===== src/rtl/fetch_unit.sv =====
// fetch_unit: WISC fetch stage that owns the PC, talks to imem and feeds decode from a small queue.
// Build option FETCH_SKID_EN: two-entry queue (head + skid); default is a single output register.
module fetch_unit (
    input  logic        clk,
    input  logic        rst_n,
    output logic        imem_req,
    output logic [15:0] imem_addr,
    input  logic        imem_rdy,
    input  logic [15:0] imem_data,
    input  logic        stall,
    input  logic        redirect,
    input  logic [15:0] redirect_pc,
    output logic        if_valid,
    output logic [15:0] if_instr,
    output logic [15:0] if_pc,
    output logic [15:0] if_pc_inc,
    output logic        halted
);
    localparam logic [15:0] RESET_PC = 16'h0000;
    localparam logic [15:0] NOP      = 16'h0800;
`ifdef FETCH_SKID_EN
    localparam logic [1:0] CAP = 2'd2;
`else
    localparam logic [1:0] CAP = 2'd1;
`endif

    typedef enum logic [1:0] {StFetch, StDrop, StHalt} state_e;
    state_e state_q, state_d;

    logic [15:0] pc_q, pc_d, tgt_q, tgt_d, pc_inc;
    logic        req_q, req_d, halted_q, halted_d;
    logic        hv_q, hv_d;
    logic [15:0] hi_q, hi_d, hp_q, hp_d, hn_q, hn_d;
`ifdef FETCH_SKID_EN
    logic        sv_q, sv_d;
    logic [15:0] si_q, si_d, sp_q, sp_d;
`endif
    logic        redir, xfer, waiting, pop, push, new_req;
    logic [1:0]  occ;

    assign pc_inc  = pc_q + 16'd2;
    assign redir   = redirect && !halted_q;
    assign xfer    = imem_req && imem_rdy;
    assign waiting = imem_req && !imem_rdy;
    assign pop     = hv_q && !stall;
    assign push    = xfer && (state_q == StFetch) && !redir;
`ifdef FETCH_SKID_EN
    assign occ     = {1'b0, hv_q} + {1'b0, sv_q};
`else
    assign occ     = {1'b0, hv_q};
`endif
    // Only raise a request if the slot is certain to be free when the data lands.
    assign new_req = (occ - {1'b0, pop}) < CAP;

    // FSM state register
    always_ff @(posedge clk or negedge rst_n) begin
        if (!rst_n) state_q <= StFetch;
        else        state_q <= state_d;
    end

    // FSM next state
    always_comb begin
        state_d = state_q;
        if (redir) begin
            state_d = waiting ? StDrop : StFetch;
        end else begin
            case (state_q)
                StFetch: if (push && imem_data[15:11] == 5'b00000) state_d = StHalt;
                StDrop:  if (xfer) state_d = StFetch;
                StHalt:  state_d = StHalt;
                default: state_d = StFetch;
            endcase
        end
    end

    // FSM outputs; gated by rst_n so a reset drops the request at once
    always_comb begin
        imem_req = 1'b0;
        if (rst_n) begin
            case (state_q)
                StFetch: imem_req = req_q || new_req;
                StDrop:  imem_req = 1'b1;
                default: imem_req = 1'b0;
            endcase
        end
    end

    // PC and redirect target; in DROP pc_q keeps the outstanding address
    always_comb begin
        pc_d     = pc_q;
        tgt_d    = tgt_q;
        req_d    = waiting;
        halted_d = halted_q || (pop && !redir && hi_q[15:11] == 5'b00000);
        if (redir) begin
            if (waiting) tgt_d = redirect_pc & 16'hFFFE;
            else         pc_d  = redirect_pc & 16'hFFFE;
        end else if (xfer) begin
            pc_d = (state_q == StDrop) ? tgt_q : pc_inc;
        end
    end

    // Instruction queue: pop shifts the skid into the head, push fills the first free slot
    always_comb begin
        hv_d = hv_q;
        hi_d = hi_q;
        hp_d = hp_q;
        hn_d = hn_q;
`ifdef FETCH_SKID_EN
        sv_d = sv_q;
        si_d = si_q;
        sp_d = sp_q;
        if (pop) begin
            hv_d = sv_q;
            sv_d = 1'b0;
            if (sv_q) begin
                hi_d = si_q;
                hp_d = sp_q;
                hn_d = sp_q + 16'd2;
            end
        end
        if (push) begin
            if (hv_d) begin
                sv_d = 1'b1;
                si_d = imem_data;
                sp_d = pc_q;
            end else begin
                hv_d = 1'b1;
                hi_d = imem_data;
                hp_d = pc_q;
                hn_d = pc_inc;
            end
        end
        if (redir) sv_d = 1'b0;
`else
        if (pop) hv_d = 1'b0;
        if (push) begin
            hv_d = 1'b1;
            hi_d = imem_data;
            hp_d = pc_q;
            hn_d = pc_inc;
        end
`endif
        if (redir) hv_d = 1'b0;
    end

    always_ff @(posedge clk or negedge rst_n) begin
        if (!rst_n) begin
            pc_q     <= RESET_PC;
            tgt_q    <= RESET_PC;
            req_q    <= 1'b0;
            halted_q <= 1'b0;
            hv_q     <= 1'b0;
            hi_q     <= NOP;
            hp_q     <= RESET_PC;
            hn_q     <= RESET_PC + 16'd2;
`ifdef FETCH_SKID_EN
            sv_q     <= 1'b0;
            si_q     <= NOP;
            sp_q     <= RESET_PC;
`endif
        end else begin
            pc_q     <= pc_d;
            tgt_q    <= tgt_d;
            req_q    <= req_d;
            halted_q <= halted_d;
            hv_q     <= hv_d;
            hi_q     <= hi_d;
            hp_q     <= hp_d;
            hn_q     <= hn_d;
`ifdef FETCH_SKID_EN
            sv_q     <= sv_d;
            si_q     <= si_d;
            sp_q     <= sp_d;
`endif
        end
    end

    assign imem_addr = pc_q;
    assign if_valid  = hv_q;
    assign if_instr  = hi_q;
    assign if_pc     = hp_q;
    assign if_pc_inc = hn_q;
    assign halted    = halted_q;

endmodule


===== config.mk =====
export PLATFORM = sky130hd
export DESIGN_NAME = fetch_unit
export DESIGN_NICKNAME = d
export VERILOG_FILES = /design/src/rtl/fetch_unit.sv
export SDC_FILE = /design/constraint.sdc
export NUM_CORES = 1
export LEC_CHECK = 0
export ABC_AREA = 1
export BUFFER_PORTS_ARGS = -buffer_cell sky130_fd_sc_hd__buf_2
export CAP_MARGIN = 20
export CORE_ASPECT_RATIO = 1.1
export CORE_MARGIN = 1.5
export CORE_UTILIZATION = 57
export DETAILED_ROUTE_END_ITERATION = 6
export GPL_ROUTABILITY_DRIVEN = 0
export GPL_TIMING_DRIVEN = 0
export PLACE_DENSITY = 0.86
export SETUP_SLACK_MARGIN = 0.3
export SLEW_MARGIN = 20
export SYNTH_ARGS = -nofsm -noshare
export SYNTH_HDL_FRONTEND = slang
export SYNTH_SLANG_ARGS = --single-unit

===== constraint.sdc =====
create_clock -name clk -period 3.9 [get_ports clk]
set_input_delay 0.39 -clock clk [delete_from_list [all_inputs] [get_ports clk]]
set_output_delay 0.39 -clock clk [all_outputs]
set_load 0.05 [all_outputs]

Word-level counts from Yosys, hierarchy flattened --
Cells that the tools add are included. W data, S select, Z words.
Operators by class: reduce and logical (&&, ||, !) cells 23, equal/unequal tests 5, $lt $le $gt $ge 1, mux-type cells 14, $add $sub $neg 2
Operators with widths (count):
- $mux W16 | 4
- $add A16 B2 Y16 const B | 1
- $logic_not A5 Y1 | 2
- $logic_and A1 B1 Y1 | 9
- $mux W2 | 3
- $pmux W2 S3 | 1
- $reduce_and A2 Y1 | 3
- $mux W1 | 5
- $logic_not A1 Y1 | 4
- $ne A3 B2 Y1 const B | 1
- $ne A3 B3 Y1 const B | 1
- $reduce_bool A3 Y1 | 1
- $eq A2 B1 Y1 const B | 1
- $eq A2 B2 Y1 const B | 1
- $logic_not A2 Y1 | 1
- $logic_or A1 B1 Y1 | 2
- $lt A2 B1 Y1 const B | 1
- $ne A2 B2 Y1 const B | 1
- $pmux W1 S2 | 1
- $reduce_bool A2 Y1 | 1
- $sub A1 B1 Y2 | 1
Word-level totals: register bits after elaboration 84, output and inout port bits 67, word-level logic and storage cells 54

Logic depth before layout (Yosys ltp) --
Gate-level depths: netlist of run 1.
depth in word-level cells 14, mapped depth 10, mapped depth without buffers 10

Worst setup path after synthesis of run 1 --
No wires, ideal clock.
kind register to register, start reg pc_q[2], in the netlist imem_addr[2], end reg pc_q[9], in the netlist imem_addr[9], setup time 118 ps, arrival time 1621 ps, cell stages (with the launch flop) 10, setup slack 2161 ps, clock period less this slack 1739 ps, cells stage by stage dfrtp_1 ha_1 nand2_1 nor2_4 nand2_1 xor2_1 nand2_1 nand2_1 nand2_1 nand2_1
Between the ends: word-level cells in the longest chain between the ends 4
Ends and longest elaborated chain:
- start: declaration | line 30 | logic [15:0] pc_q, pc_d, tgt_q, tgt_d, pc_inc;
- start signal: assignment | line 162 | pc_q <= pc_d;
- $add A16 B2 Y16 | line 41 | assign pc_inc = pc_q + 16'd2;
- $mux W16 | line 98 | pc_d = (state_q == StDrop) ? tgt_q : pc_inc;
- $mux W16 | line 97 | end else if (xfer) begin
- $mux W16 | line 94 | if (redir) begin
Every way passes these cells. The select of a mux whose other input is x is not followed. A chain may end at the register's enable or synchronous reset.

Worst setup path after layout of run 1 --
start in rst_n, end out imem_req
Between the ends: word-level cells in the longest chain between the ends 1
Ends and longest elaborated chain:
- start: declaration | line 5 | input logic rst_n,
- $mux W1 | line 79 | if (rst_n) begin
- end: declaration | line 6 | output logic imem_req,
Every way passes these cells.

==> results of run 1 <==
registers in the layout (all words and copies together), names as in the netlist:
register	cells
if_pc_inc	15
if_instr	16
state_q	2
if_valid	1
if_pc	15
req_q	1
imem_addr	15
halted	1
tgt_q	15
cells by family after synthesis:
family	synth area share
compound gates	0.0403
xor+xnor	0.0113
fa+ha+maj	0.00322
buf+inv	0.0683
flops	0.523
other cells	0.000966
simple gates	0.353
worst register-to-register path, stage by stage, from the launching register on:
cell and delay, ns:
dfrtp_1 0.42, ha_1 0.21, nand2_1 0.15, nor2_4 0.20
nand4_1 0.15, nand3_1 0.14, nand2_1 0.06, nand2_1 0.08
nand2_1 0.06
worst max-delay path by stage:
stage | endpoint | slack [ns] | startpoint
final | imem_req | 1.46 | rst_n
after global placement | if_pc[1]$_DFFE_PN0P_ | 1.05 | rst_n
after CTS | imem_req | 1.43 | rst_n
after floorplan | imem_addr[9]$_DFFE_PN0P_ | 2.16 | imem_addr[2]$_DFFE_PN0P_
after global routing | imem_req | 1.28 | rst_n
after detailed placement | if_pc[1]$_DFFE_PN0P_ | 1.83 | rst_n
final cells by class:
type	instances	share of cell area
buffer	23	0.0274
timing repair buffer	101	0.113
tap	82	0.0216
clock inverter	7	0.0216
sequential	81	0.427
clock buffer	9	0.0261
multi-input combinational	374	0.336
inverter	36	0.0284
synth_stat cells (all sizes together):
master    n  area [sq um]
nand3    40           205
nand2   246           926
o21bai    1          7.51
dfstp     2          52.6
xor2      5          43.8
a31oi     1          6.26
conb      1          3.75
ha        1          12.5
nor2     40           178
buf      23           130
inv      36           135
dfrtp    79          1980
nor3      1          5.00
o21a      1          7.51
o21ai    27           135
nand3b    1          7.51
nand4     7          50.1
stage by stage:
| step | power (mW) | std cells | setup WS (ns) | util |
|---|---|---|---|---|
| 2_1_floorplan | 1.67 | 514 | 2.16 | - |
| 4_1_cts | 2.58 | 713 | 1.43 | 0.721 |
| 3_3_place_gp | 1.87 | 695 | 1.05 | 0.681 |
| 6_report | 2.57 | 713 | 1.46 | 0.721 |
| 3_5_place_dp | 1.90 | 696 | 1.83 | 0.685 |
| 5_1_grt | 2.70 | 713 | 1.28 | 0.721 |
power by group:
group / switching (mW) / leakage (nW) / internal [mW] / total, mW
clock: 0.319 / 0.110 / 0.367 / 0.686
combinational: 0.651 / 1.58 / 0.194 / 0.845
sequential: 0.0882 / 1.08 / 0.955 / 1.04
total: 1.06 / 2.77 / 1.52 / 2.57
per-layer routing:
metal  global-route usage  vias up  routed length [um]
met1                0.349     1660                4120
li1                     -     1810                   -
met4               0.0986        0                 131
met5                    0        -                   0
met3               0.0459       15                 601
met2                0.461      140                4600
layout by cell type (no fill, tap or decap), types with 6 or more instances in the layout:
cell / n
nor2_1: 35
nand2_1: 245
nand4_1: 6
o21ai_0: 11
dfrtp_1: 79
nand3_1: 39
clkbuf_8: 9
inv_1: 35
o21ai_1: 16
buf_2: 115
buf_4: 7
repair_timing:
action,CTS,global route
endpoints found under the hold margin,26,0
hold buffers,1,0
gates resized for setup,0,0
==> summary.txt, run 1 <==
Placement
  • IO Port Bufs: 99
  • Placed cell area: 4520 sq um
  • HPWL after DPL: 7.11 mm

Die
  • Top-Level Pins: 104
  • Core Region: 6590 sq um
  • Die ar.: 7320 sq um
  • Die W: 81.7 um
  • Die Height: 89.6 um
  • Initial core utilization: 0.589
  • Num rows: 31

Worst setup path
  • Worst path slowest cell: dlygate4sd3_1
  • Worst-path cell chain: dlygate4sd3_1 -> buf_4 -> buf_16 -> nand3_1 -> inv_1 -> buf_2
  • Crit Path Category: primary input to output pin
  • Worst r2r path cells: 8
  • CP peak stage delay: 0.52 ns
  • CP arrival: just over 2 ns
  • Buffers plus inverters on the worst setup path: 5
  • Internal reg-to-reg setup slack: 2.34 ns
  • Crit path max fanout: 58
  • Worst setup SP type: primary input
  • CP top delay family: buffers and inverters
  • Reg2reg start: imem_addr[1]$_DFFE_PN0P_
  • Setup crit end kind: output pin
  • Reg-to-reg endpoint: imem_addr[15]$_DFFE_PN0P_
  • WP depth: 6
  • Worst EP required: approximately 3.5 ns

Flow run
  • Max Cap Violations: 0

Route
  • Final ANT Viol Nets: 0
  • Via density: 5.08
  • Initial DRC Count: 221
  • DR DRC count: 0
  • WL final: 9.45 mm
  • WL per Instance: 13.3 um
  • Routed vias: 3625
  • Pre-Repair DR Iteration Count: 5

Finish
  • Fill cells: 540
  • Register Area: 2030 sq um
  • Layout cell share with drive strength beyond 1: 0.238
  • Nets: 664
  • Final Cell Area: 4750 sq um
  • N_diodes: 0
  • Area of the multi-input gates: 1600 sq um
  • Area grow syn2layout: 22.5%

Power and ir drop
  • Cell Pwr Density: ~540 nW/um^2
  • LEAKAGE: roughly 2.8 nW
  • Maximum vdd drop: 0.423 mV

Global route
  • First-pass GRT wire length: 15.0 mm
  • Initial antenna violation count: 0
  • Vias in the first global route: 3304
  • Tot GR Track Use: 0.271
  • Largest net degree at the start of global routing: approximately 60
  • Grt ovf: 0

STA
  • Tmin final: between 2 and 2.5 ns
  • Hold WS: 0.222 ns
  • Worst Skew: 0.0134 ns
  • Max-slew violation count: 0
  • Post-route clock period utilization: 0.627
  • Finish-stage setup viols: 0
  • Endpoints failing hold: 0
  • RSZ-0062 raised after global routing: false
  • Total Neg Setup Slack: 0 ns
  • Fmax: just over 0.4 GHz

Synth
  • Distinct cells, synth: 25
  • Synthesized area: a little under 4000 sq um
  • Mean Syn Cell Area: about 7.6 sq um
  • Post-synthesis sequential area ratio: 0.523
  • Synthesized instance count: roughly 510
  • Syn. warnings: 0
  • FF+latch count, synth: 81

Clock tree
  • Clk_lat worst skew: roughly 0.36 ns
  • # clock sinks: around 80
  • Postcts setup bufs: 0
  • CTS Buf Count: 9
  • CTS tree: built
  • Clock transition at path regs: 0.10 ns
  • CTS H-tree depth: 3
  • Clock root cell: clkbuf_8
  • Worst-case clock buffer depth: 2

Worst hold path
  • Min-delay worst type: primary input to register
  • WHS Path Cells: 3
  • HP Start: imem_data[8]
  • WHS Endpoint: if_instr[8]$_DFFE_PN0P_

Run status
  • Outcome: finished, final reports clean
Note: power is estimated with default switching activity, not from simulation.
==> run 2, diff against run 1 <==
Settings changed: CORE_UTILIZATION 57 to 47, PLACE_DENSITY 0.86 to 0.75.
Clock period 3.9 ns to 2.2 ns, I/O delays scaled along.
==> summary.txt, run 2 (synthesis results as in run 1) <==
Die
  • Top-Level Pins: 104 (unchanged)
  • Die Height: 98.3 um (was 89.6 um)
  • Die ar.: 8820 sq um (was 7320 sq um)
  • Core Region: 7960 sq um (was 6590 sq um)
  • Initial core utilization: 0.488 (was 0.589)
  • Die W: 89.7 um (was 81.7 um)
  • Num rows: 34 (was 31)

Clock tree
  • CTS H-tree depth: 3 (unchanged)
  • Clock transition at path regs: 0.08 ns (was 0.10 ns)
  • CTS Buf Count: 9 (unchanged)
  • CTS tree: built (unchanged)
  • Hold-fix buffers, CTS: 3 (was 1)
  • CTS resizes: 0 (unchanged)
  • Clock root cell: clkbuf_8 (unchanged)
  • Clk_lat worst skew: 0.35 ns (was 0.36 ns)
  • Worst-case clock buffer depth: 2 (unchanged)
  • # clock sinks: 81 (unchanged)

Flow run
  • Max Cap Violations: 0 (unchanged)

Worst setup path
  • Worst setup SP type: register (was primary input)
  • Worst EP required: 1.98 ns (was 3.51 ns)
  • Setup crit end kind: output pin (unchanged)
  • Crit path max fanout: 3 (was 58)
  • Crit Path Category: register to output pin (was primary input to output pin)
  • CP arrival: 1.35 ns (was 2.05 ns)

Power and ir drop
  • Final Power: 4.39 mW (was 2.57 mW)
  • Cell Pwr Density: 918 nW/um^2 (was 541 nW/um^2)
  • LEAKAGE: 2.77 nW (about the same)
  • Maximum vdd drop: 0.390 mV (was 0.423 mV)

Worst hold path
  • Min-delay worst type: primary input to async pin (was primary input to register)

Global route
  • Grt ovf: 0 (unchanged)
  • First-pass GRT wire length: 15.8 mm (was 15.0 mm)
  • Tot GR Track Use: 0.232 (was 0.271)
  • Initial antenna violation count: 0 (unchanged)
  • Vias in the first global route: 3327 (was 3304)
  • Largest net degree at the start of global routing: 59 (unchanged)

Finish
  • Non-filler cells, final: 741 (was 713)
  • Final Cell Area: 4780 sq um (was 4750 sq um)
  • N_diodes: 0 (unchanged)
  • Leading cell types in the layout, fill and taps excluded: nand2_1 (245), buf_2 (115), dfrtp_1 (79) (unchanged)
  • Area grow syn2layout: 23.2% (was 22.5%)
  • Fill cells: 757 (was 540)
  • Post-layout util: 0.601 (was 0.721)
  • Layout cell share with drive strength beyond 1: 0.234 (was 0.238)
  • Max FFs per register: 16 (unchanged)
  • Most common cell after layout, fill and taps aside: nand2_1 (unchanged)
  • Nets: 666 (was 664)

STA
  • Total Neg Setup Slack: 0 ns (unchanged)
  • Tmin final: 1.57 ns
  • RSZ-0062 raised after global routing: false (unchanged)
  • Hold WS: -0.148 ns (was 0.222 ns)
  • Fmax: between 0.6 and 0.7 GHz
  • Post-route clock period utilization: 0.716
  • Finish-stage setup viols: 0 (unchanged)
  • Endpoints failing hold: 55 (was 0)
  • Post-route setup slack: 0.625 ns (was 1.46 ns)
  • Worst Skew: 0.0120 ns (was 0.0134 ns)
  • Max-slew violation count: 0 (unchanged)

Route
  • Met2 routed wirelength: 4.69 mm (was 4.60 mm)
  • Pre-Repair DR Iteration Count: 4 (was 5)
  • DR DRC count: 0 (unchanged)
  • Via density: 4.84 (was 5.08)
  • WL final: 9.57 mm (was 9.45 mm)
  • Final ANT Viol Nets: 0 (unchanged)
  • DR WL met3: 387 um (was 601 um)
  • Uppermost layer routed: met4 (unchanged)
  • WL per Instance: 12.9 um (was 13.3 um)
  • Routed vias: 3589 (was 3625)
  • Initial DRC Count: 196 (was 221)
  • Routed length on met1: 4.31 mm (was 4.12 mm)

Placement
  • Placed cell area: 4550 sq um (was 4520 sq um)
  • IO Port Bufs: 99 (unchanged)
  • HPWL after DPL: 7.26 mm (was 7.11 mm)
  • Place WS: 0.290 ns (was 1.83 ns)
  • Placed instance count: 722 (was 696)

Run status
  • Failing checks: hold timing
  • Outcome: complete, but fails checks (was finished, final reports clean)
## run 2: cell types whose count changed in the layout (fill, tap and decap cells not counted), sizes merged
| cell | change |
|---|---|
| buf | +2 |
| bufinv | -1 |
| clkbuf | +4 |
| inv | -2 |
| clkinvlp | -1 |
## run 2: per-layer routing
layer	up-vias	global-route usage
met5	-	0
met4	0	0.0899
met3	15	0.0389
met2	98	0.380
met1	1662	0.303
li1	1814	-
## run 2: path summary, 6_finish.rpt
kind / slack [ns] / cells past startpoint / startpoint / end
max: 0.63 / 5 / state_q[0]$_DFFE_PN0P_ / imem_req
min: -0.15 / 1 / rst_n / if_instr[11]$_DFFE_PN1P_
max reg2reg: 0.65 / 9 / imem_addr[1]$_DFFE_PN0P_ / imem_addr[9]$_DFFE_PN0P_
min reg2reg: 0.47 / 2 / if_pc_inc[9]$_DFFE_PN0P_ / if_pc_inc[9]$_DFFE_PN0P_
max in group asynchronous: 1.49 / 4 / rst_n / tgt_q[4]$_DFFE_PN0P_
min in group clk: 0.06 / 3 / imem_data[5] / if_instr[5]$_DFFE_PN0P_
## run 2: worst max-delay path: stages, from the launching register on
cell	delay [ns]
dfrtp_1	0.39
nor2_1	0.15
nand3_2	0.11
nand3_1	0.11
inv_1	0.04
buf_2	0.20
## run 2: area by class of cell
class | instances | area, sq um | share of cell area
flip-flops and latches | 81 | 2030 | 0.424
plain buffers | 23 | 130 | 0.0272
repair buffers | 103 | 576 | 0.120
clock inverters | 3 | 43.8 | 0.00916
well taps | 108 | 135 | 0.0283
inverters | 36 | 135 | 0.0283
multi-input cells | 374 | 1600 | 0.334
clock buffers | 13 | 139 | 0.0290
## run 2: what timing repair did
item                       4_1_cts  5_1_grt
setup endpoints to repair        0        0
setup buffers                    0        0
hold endpoints to repair        25       55
## run 2: where the power goes
group | total (mW) | internal (mW) | switching (mW)
logic | 1.50 | 0.349 | 1.15
registers | 1.85 | 1.69 | 0.160
clock network | 1.04 | 0.527 | 0.513
==> run 3, diff against run 2 <==
Settings changed: CORE_UTILIZATION 47 to 53, PLACE_DENSITY 0.75 to 0.8.
Clock period 2.2 ns to 1.5 ns, I/O delays scaled along.
==> summary.txt, run 3 (synthesis results as in run 1) <==
Finish
  • Non-filler cells, final: 760 (was 741)
  • Area grow syn2layout: 47.3% (was 23.2%)
  • Most common cell after layout, fill and taps aside: nand2_1 (unchanged)
  • Register Area: 2050 sq um (was 2030 sq um)
  • Layout cell share with drive strength beyond 1: 0.406 (was 0.234)
  • Max FFs per register: 16 (unchanged)
  • Leading cell types in the layout, fill and taps excluded: nand2_1 (211), buf_2 (80), dfrtp_1 (64) (was nand2_1 (245), buf_2 (115), dfrtp_1 (79))
  • Nets: 708 (was 666)
  • Area of the multi-input gates: 1910 sq um (was 1600 sq um)
  • Fill cells: 393 (was 757)
  • N_diodes: 0 (unchanged)

Clock tree
  • CTS tree: built (unchanged)
  • Clk_lat worst skew: 0.36 ns (was 0.35 ns)
  • CTS H-tree depth: 3 (unchanged)
  • Clock transition at path regs: 0.09 ns (was 0.08 ns)
  • Hold-fix buffers, CTS: 8 (was 3)
  • Worst-case clock buffer depth: 2 (unchanged)
  • # clock sinks: 81 (unchanged)
  • Clock root cell: clkbuf_8 (unchanged)
  • CTS Buf Count: 9 (unchanged)

Route
  • Initial DRC Count: 489 (was 196)
  • Final ANT Viol Nets: 0 (unchanged)
  • WL per Instance: 17.5 um (was 12.9 um)
  • Routed vias: 4335 (was 3589)
  • DR DRC count: 0 (unchanged)
  • Via density: 5.70 (was 4.84)
  • WL final: 13.3 mm (was 9.57 mm)
  • Pre-Repair DR Iteration Count: 5 (was 4)

Worst setup path
  • Worst r2r path cells: 8 (was 9)
  • Internal reg-to-reg setup slack: -0.05 ns (was 0.65 ns)
  • Setup crit end kind: register (was output pin)
  • Most numerous cell on the critical path: nand2_1
  • Worst path slowest cell: dfrtp_2 (was dfrtp_1)
  • Crit path max fanout: 6 (was 3)
  • Reg-to-reg endpoint: imem_addr[9]$_DFFE_PN0P_ (unchanged)
  • Worst EP required: 1.73 ns (was 1.98 ns)
  • Reg2reg start: imem_addr[7]$_DFFE_PN0P_ (was imem_addr[1]$_DFFE_PN0P_)
  • CP peak stage delay: 0.44 ns (was 0.39 ns)
  • CP arrival: 1.79 ns (was 1.35 ns)
  • Crit Path Category: register to register (was register to output pin)
  • Worst setup SP type: register (unchanged)
  • Worst-path cell chain: nand2_1 -> nor2_1 -> nand2_2 -> xor2_2 -> nand2_1 -> nand2_1 -> nand2_1 -> nand2_1 (was nor2_1 -> nand3_2 -> nand3_1 -> inv_1 -> buf_2)

Run status
  • Outcome: complete, but fails checks (unchanged)
  • Failing checks: hold timing, setup timing (was hold timing)

Placement
  • IO Port Bufs: 99 (unchanged)
  • Placed instance count: 699 (was 722)
  • Place WS: -0.380 ns (was 0.290 ns)
  • HPWL after DPL: 7.35 mm (was 7.26 mm)

STA
  • Post-route clock period utilization: 1.04
  • Post-route setup slack: -0.0549 ns (was 0.625 ns)
  • Total Neg Setup Slack: -0.147 ns (was 0 ns)
  • Fmax: 0.643 GHz
  • Hold WS: -0.337 ns (was -0.148 ns)
  • Endpoints failing hold: 39 (was 55)
  • Max-slew violation count: 0 (unchanged)
  • Worst Skew: 0.0106 ns (was 0.0120 ns)
  • Tmin final: 1.55 ns
  • Finish-stage setup viols: 6 (was 0)
  • RSZ-0062 raised after global routing: true (was false)

Power and ir drop
  • LEAKAGE: 3.09 nW (was 2.77 nW)
  • Cell Pwr Density: 1330 nW/um^2 (was 918 nW/um^2)
  • Final Power: 7.59 mW (was 4.39 mW)
  • Maximum vdd drop: 1.45 mV (was 0.390 mV)

Die
  • Die Height: 92.8 um (was 98.3 um)
  • Core Region: 7050 sq um (was 7960 sq um)
  • Die W: 84.6 um (was 89.7 um)
  • Top-Level Pins: 104 (unchanged)
  • Num rows: 32 (was 34)
  • Die ar.: 7850 sq um (was 8820 sq um)
  • Initial core utilization: 0.551 (was 0.488)

Worst hold path
  • Min-delay worst type: primary input to async pin (unchanged)

Global route
  • Initial antenna violation count: 0 (unchanged)
  • Tot GR Track Use: 0.280 (was 0.232)
  • Vias in the first global route: 3686 (was 3327)
  • Grt ovf: 0 (unchanged)
  • First-pass GRT wire length: 17.3 mm (was 15.8 mm)
  • Largest net degree at the start of global routing: 52 (was 59)

Flow run
  • Max Cap Violations: 0 (unchanged)
[run 3: stage by stage]
step | cell area [sq um] | util | hold slack [ns]
finish | 5720 | 0.811 | -0.337
global route | 5720 | 0.811 | -0.313
CTS | 5380 | 0.763 | -0.325
detailed placement | 4660 | 0.662 | 0.129
global placement | 4630 | 0.657 | 0.352
floorplan | 4030 | - | -0.146
[run 3: layout make-up]
type | instances | share of cell area
Inverter | 36 | 0.0265
Buffer | 23 | 0.0409
Sequential cell | 81 | 0.358
Tap cell | 85 | 0.0186
Clock buffer | 10 | 0.0241
Clock inverter | 6 | 0.0118
Multi-Input combinational cell | 374 | 0.333
Timing Repair Buffer | 145 | 0.186
[run 3: what timing repair did]
item	in CTS	in global routing
pin swaps	11	26
setup buffers	20	12
setup endpoints to repair	96	95
cloned	5	0
resized for setup	90	71
hold endpoints to repair	41	33
[run 3: how the worst max path moves through the flow]
| stage | start | depth (start not counted) | end | slack, ns |
|---|---|---|---|---|
| 2_1_floorplan | imem_addr[2]$_DFFE_PN0P_ | 9 | imem_addr[9]$_DFFE_PN0P_ | 0.04 |
| 3_3_place_gp | rst_n | 7 | tgt_q[14]$_DFFE_PN0P_ | -1.16 |
| 3_5_place_dp | rst_n | 8 | tgt_q[11]$_DFFE_PN0P_ | -0.38 |
| 4_1_cts | req_q$_DFF_PN0_ | 5 | imem_req | 0.02 |
| 5_1_grt | imem_addr[7]$_DFFE_PN0P_ | 8 | imem_addr[9]$_DFFE_PN0P_ | -0.10 |
| 6_report | imem_addr[7]$_DFFE_PN0P_ | 8 | imem_addr[9]$_DFFE_PN0P_ | -0.05 |
[run 3: layer usage]
metal	global-route usage	routed length, um
met1	0.347	4770
met2	0.482	6600
met3	0.0419	1100
met4	0.130	805
met5	0	0
[run 3: critical path, delay by kind of cell, from the launching register on]
kind	cells	cell delay, ns
and+or+nand+nor	7	0.84
DFF	1	0.44
xor gates and xnor gates	1	0.17
[run 3: power by group]
part	switching, mW	internal, mW
clock	0.833	0.816
sequential	0.269	2.50
combinational	2.05	1.12
